$ cat config.mk
export PLATFORM = sky130hd
export DESIGN_NAME = label_text_ctrl
export DESIGN_NICKNAME = d
export VERILOG_FILES = /design/src/rtl/label_text_ctrl.sv
export SDC_FILE = /design/constraint.sdc
export NUM_CORES = 1
export LEC_CHECK = 0
export CELL_PAD_IN_SITES_DETAIL_PLACEMENT = 0
export CELL_PAD_IN_SITES_GLOBAL_PLACEMENT = 2
export CORE_AREA = 5 5 122 124
export DETAILED_ROUTE_END_ITERATION = 16
export DIE_AREA = 0 0 127 129
export DONT_BUFFER_PORTS = 1
export PLACE_DENSITY_LB_ADDON = 0.1
export SETUP_SLACK_MARGIN = 0.15
export SLEW_MARGIN = 20
export SYNTH_ARGS = -nofsm -noshare
export SYNTH_HDL_FRONTEND = slang
export SYNTH_SLANG_ARGS = --single-unit
$ cat constraint.sdc
create_clock -name clk -period 1.9 [get_ports clk]
set_clock_uncertainty 0.15 [all_clocks]
set_input_delay 0.38 -clock clk [delete_from_list [all_inputs] [get_ports clk]]
set_output_delay 0.38 -clock clk [all_outputs]
set_load 0.02 [all_outputs]
$ cat src/rtl/label_text_ctrl.sv
// Label overlay text controller: shadow/active character buffers swapped at frame
// start, a three-stage font ROM fetch pipeline, and optional frame-based blinking.
module label_text_ctrl #(
   parameter int         BLINK_FRAMES = 0,
   parameter logic [7:0] INIT_CHAR    = 8'h20
) (
   input  logic        clk,
   input  logic        rstn,
   input  logic        vs,
   input  logic        in_label,
   input  logic [2:0]  place,
   input  logic [2:0]  row,
   input  logic [2:0]  pixel,
   input  logic        wr_en,
   input  logic [2:0]  wr_addr,
   input  logic [7:0]  wr_char,
   input  logic        commit,
   output logic        pending,
   output logic [10:0] rom_addr,
   input  logic [7:0]  rom_data,
   output logic        pix_on,
   output logic        pix_valid
);

   logic [7:0]  r_shadow [8];
   logic [7:0]  r_active [8];
   logic        r_vs_d;
   logic        r_pending;
   logic [10:0] r_rom_addr;
   logic [2:0]  r_pix_d1, r_pix_d2;
   logic        r_lab_d1, r_lab_d2;
   logic        r_pix_on, r_pix_valid;
   logic        w_frame_start;
   logic        w_swap;
   logic        w_visible;

   assign w_frame_start = vs & ~r_vs_d;
   // A commit arriving on the frame-start cycle itself is served immediately.
   assign w_swap        = w_frame_start & (r_pending | commit);

   always_ff @(posedge clk or negedge rstn) begin
      if (!rstn) begin
         r_vs_d    <= 1'b0;
         r_pending <= 1'b0;
         for (int i = 0; i < 8; i++) begin
            r_shadow[i] <= INIT_CHAR;
            r_active[i] <= INIT_CHAR;
         end
      end else begin
         r_vs_d <= vs;
         if (wr_en)
            r_shadow[wr_addr] <= wr_char;
         if (w_swap) begin
            r_active  <= r_shadow;
            r_pending <= 1'b0;
         end else if (commit) begin
            r_pending <= 1'b1;
         end
      end
   end

   always_ff @(posedge clk or negedge rstn) begin
      if (!rstn) begin
         r_rom_addr  <= {INIT_CHAR, 3'd0};
         r_pix_d1    <= 3'd0;
         r_pix_d2    <= 3'd0;
         r_lab_d1    <= 1'b0;
         r_lab_d2    <= 1'b0;
         r_pix_on    <= 1'b0;
         r_pix_valid <= 1'b0;
      end else begin
         r_rom_addr  <= {r_active[place], row};
         r_pix_d1    <= pixel;
         r_lab_d1    <= in_label;
         r_pix_d2    <= r_pix_d1;
         r_lab_d2    <= r_lab_d1;
         // Glyph bit 7 is the leftmost column.
         r_pix_on    <= r_lab_d2 & w_visible & rom_data[3'd7 - r_pix_d2];
         r_pix_valid <= r_lab_d2;
      end
   end

   generate
      if (BLINK_FRAMES > 0) begin : g_blink
         localparam int CW = $clog2(BLINK_FRAMES + 1);
         logic [CW-1:0] r_frm_cnt;
         logic          r_visible;

         always_ff @(posedge clk or negedge rstn) begin
            if (!rstn) begin
               r_frm_cnt <= '0;
               r_visible <= 1'b1;
            end else if (w_frame_start) begin
               if (r_frm_cnt == CW'(BLINK_FRAMES - 1)) begin
                  r_frm_cnt <= '0;
                  r_visible <= ~r_visible;
               end else begin
                  r_frm_cnt <= r_frm_cnt + CW'(1);
               end
            end
         end
         assign w_visible = r_visible;
      end else begin : g_no_blink
         assign w_visible = 1'b1;
      end
   endgenerate

   assign pending   = r_pending;
   assign rom_addr  = r_rom_addr;
   assign pix_on    = r_pix_on;
   assign pix_valid = r_pix_valid;

endmodule

# == Word-level counts from Yosys, hierarchy flattened ==
# Index checks and enable logic that the tools add are counted.
# word_totals
reg_bits,151
# op_classes
n_lt_le_gt_ge,4
muxes,10
reduce_logical,2
bitwise_logic,7
add_sub_neg,1
# op_table
cell,count
$bwmux W64,1
$bmux W8 S3,1
$demux W8 S3,1
$mux W8,3
$ge A4 B4 Y1 const B,2
$not A3 Y4,2
$lt A3 B4 Y1 const B,1
$lt A4 B1 Y1 const B,1
$and A1 B1 Y1,3
$bmux W1 S3,1
$mux W1,3
$sub A3 B3 Y3 const A,1
$reduce_bool A2 Y1,1
$logic_and A1 B1 Y1,1
$not A1 Y1,1
$or A1 B1 Y1,1

# == Depth between registers and ports, before layout ==
# depth
word_depth,6
depth_mapped,5
depth_no_buf,3

# == Least setup slack after synthesis ==
# OpenSTA, ideal clock, no wires.
# synth_path
path_type,register -> register
start,register r_pending (netlist: pending)
end,register r_active[0] (netlist name)
synth_period_minus_slack_ns,1.692
n_path_buf,2
t_required_ns,1.625
setup_ns,0.125
stages_incl_launch_ff,6
setup_slack_ns,0.208
arrival_ns,1.417
cell_sequence,dfrtp_1 > nor2_1 > nor3b_1 > buf_2 > buf_2 > mux2_2
# synth_via
elab_chain_len,2
# synth_rtl
element,line_no,text
from (decl),28,logic r_pending;
from (signal assigned),44,r_pending <= 1'b0;
from (signal assigned),55,r_pending <= 1'b0;
from (signal assigned),57,r_pending <= 1'b1;
$or A1 B1 Y1,39,assign w_swap = w_frame_start & (r_pending | commit);
$and A1 B1 Y1,39,
to (signal assigned),54,r_active <= r_shadow;
to (decl),26,logic [7:0] r_active [8];
# Every way passes these cells.
# A chain may end at the register's enable or synchronous reset.

# == Worst setup path in the final report ==
# layout_path
start,register r_pending (netlist: pending)
end,register r_active[63] (netlist name)
# Same word-level chain as after synthesis.

==> results.md <==
* Synth top area share at 55.5%
* Relative slew slack at 62.3%
* Crit path launch type: register
* Slowest cell on the critical path: mux2_2
* Root buffer cell: clkbuf_16
* Hold slack at -0.490 ns
* GRT Resource Usage Total at 15.6%
* Max-slew violation count at 0
* Unrepaired setup endpoints after global routing: no
* Post-DR wirelength/cell at 20.5 um
* Syn_nets at 374
* Share of cells above drive strength 1 at 52.5%
* CTS tree: yes
* N_diodes at 0
* Nets at 408
* Buf/Inv on CP at 2
* 1st-iter DRT viols at 147
* Syn Inst Count at 340
* Die area at 16400 um^2
* Clock sink total at 151
* Max Clk Rate at 0.608 GHz
* Synth Flop Type: dfrtp_1
* Post-synth top cells: 137 x mux2_2, 134 x dfrtp_1, 17 x dfstp_2, 15 x mux4_1, 12 x buf_2
* Global placer's final weighted congestion at 0.680
* Synth top area cells: dfrtp_1 55%, mux2_2 26%, dfstp_2 7.4%
* Final WS setup at 0.255 ns
* Syn-to-layout area delta at 16.8%
* Post-synthesis sequential area ratio at 62.9%
* Cells along the critical path: nor2_1, nor3b_2, buf_4, buf_12, mux2_2
* Critical Path Fanout Max at 39
* Final min period at 1.64 ns
* Vias in the first global route at 3358
* Final Cycle Share at 86.6%
* Synthesis Warnings at 0
* Failing checks: negative hold slack
* Hold Crit Class: primary input to async pin
* Num CTS Buffers at 17
* Initial antenna violation count at 0
* Clock-pin slew on the worst setup and hold paths at 0.06 ns
* Async SR Flop Fraction at 100%
* # setup viols final at 0
* Total power at 9.13 mW
* Critical Path AT at 1.79 ns
* Row Count at 43
* Status: finished, violations left
* Die width at 127 um
* Cell area after synthesis at 6040 um^2
* PwrDens at 1290 nW/um^2
* Yosys top cell by area: dfrtp_1
* Chip height at 129 um
* Crit. End Element: register
* First-pass DRT Iterations at 4
* Post-CTS sizing at 0
* PortBufs at 0
* Max Cap Viol at 0
* Largest net degree at the start of global routing at 152
* VDD IR max at 0.000486 V
* CP required at 2.05 ns
* Avg Synthesized Cell Area at 17.8 um^2
* Routed vias at 2998
* #FFs+latches synth at 151
* DR vias/cell at 5.29
* Yosys cell types at 23
* Pre-CTS WS at 0.162 ns
* Final Hold Fails at 151
* First-pass GRT wire length at 18.8 mm
* Drt drc at 0
* Ports at 48
* Dpl hpwl at 6.64 mm
* Congestion Overflow GR at 0
* Core area at 13700 um^2
* Lkg Pwr at 3.03 nW
* Top-count cell post-synth: mux2_2
* Worst Max-Slew Pin Slew at 0.563 ns
* EDFF count, synth at 0
* Total routed wirelength at 11.6 mm
* Placed Cells incl. Taps at 515
* Post-route setup TNS at 0 ns
* Crit path max-delay family: buffers and inverters
* Crit Path Class: register to register
* H-tree levels at 4
* Post-DRT Antenna Nets at 0
* CTS Buffer Depth at 2
* Clk Latency, worst-skew pair at 0.41 ns
* Effective utilization at floorplan at 44.2%
* Final Non-Filler Cells at 567
* CP max stage delay at 0.37 ns
## what timing repair did
| action | CTS | global route |
|---|---|---|
| hold buffers | 18 | 1 |
| setup endpoints to repair | 0 | 31 |
| hold endpoints to repair | 231 | 152 |
| buffers inserted | 0 | 1 |
## kinds of logic (layout without fill, tap and decap cells)
kind of cell / Yosys count / in the layout / synth area share [%]
compound gates: 3 / 3 / 0.352
buf+inv: 18 / 65 / 1.76
flops: 151 / 151 / 62.9
mux: 155 / 155 / 33.0
simple gates: 13 / 13 / 2.03
## flip-flops by register name, indices dropped and copies added (netlist names)
| name | flops |
|---|---|
| r_active | 64 |
| r_vs_d | 1 |
| r_lab_d2 | 1 |
| r_pix_d2 | 3 |
| pending | 1 |
| pix_valid | 1 |
| r_shadow | 64 |
| r_lab_d1 | 1 |
| pix_on | 1 |
| rom_addr | 11 |
| r_pix_d1 | 3 |
## final timing paths
| check | slack, ns | cells past startpoint | endpoint | startpoint |
|---|---|---|---|---|
| worst max register to register | 0.26 | 5 | r_active[63] | pending |
| worst min-delay path | -0.49 | 0 | r_shadow[2] | rstn |
| worst min register to register | 0.20 | 0 | r_pix_d2[0] | r_pix_d1[0] |
| max in group asynchronous | 1.82 | 0 | r_shadow[45] | rstn |
| min in group clk | 0.07 | 2 | pix_on | rom_data[5] |
| worst max-delay path | 0.26 | 5 | r_active[63] | pending |
## layer usage
layer  GRT usage [%]  part of all wire [%]  up-vias
met4            6.62                   1.9        0
met5               0                     0        -
li1                -                     -     1323
met2            24.9                    48       55
met3            4.44                   4.0       18
met1            20.0                    46     1602
## cell type report
class | count | area [um^2]
clock inverter | 9 | 98.8
tap | 180 | 225
sequential | 151 | 3800
fill | 1164 | 6610
timing repair buffer | 31 | 305
clock buffer | 23 | 478
multi-input combinational | 171 | 2140
inverter | 2 | 7.51
## placed cells by master, fill, tap and decap left out, drive strengths merged, types with 2 or more instances in the layout
master,instances
mux4,17
dfrtp,134
dlygate4sd3,19
bufinv,2
dfstp,17
nand4b,3
nor3b,3
clkinv,7
nor3,2
clkbuf,23
inv,2
mux2,137
buf,12
nor2,2
## stage by stage
step	instance area (um^2)	hold slack (ns)	util (%)
global route	7060	-0.519	51.6
detailed placement	6280	-0.0597	46.0
global placement	6280	-0.0605	46.0
finish	7060	-0.490	51.6
CTS	7040	-0.510	51.5
floorplan	6040	-0.0656	-
## power by group
part,total [mW],switching (mW),internal [mW]
sequential,4.65,0.495,4.15
clock,3.25,1.23,2.02
combinational,1.23,0.344,0.883
total,9.13,2.07,7.06
No activity file was read; power rests on OpenSTA's default activity.
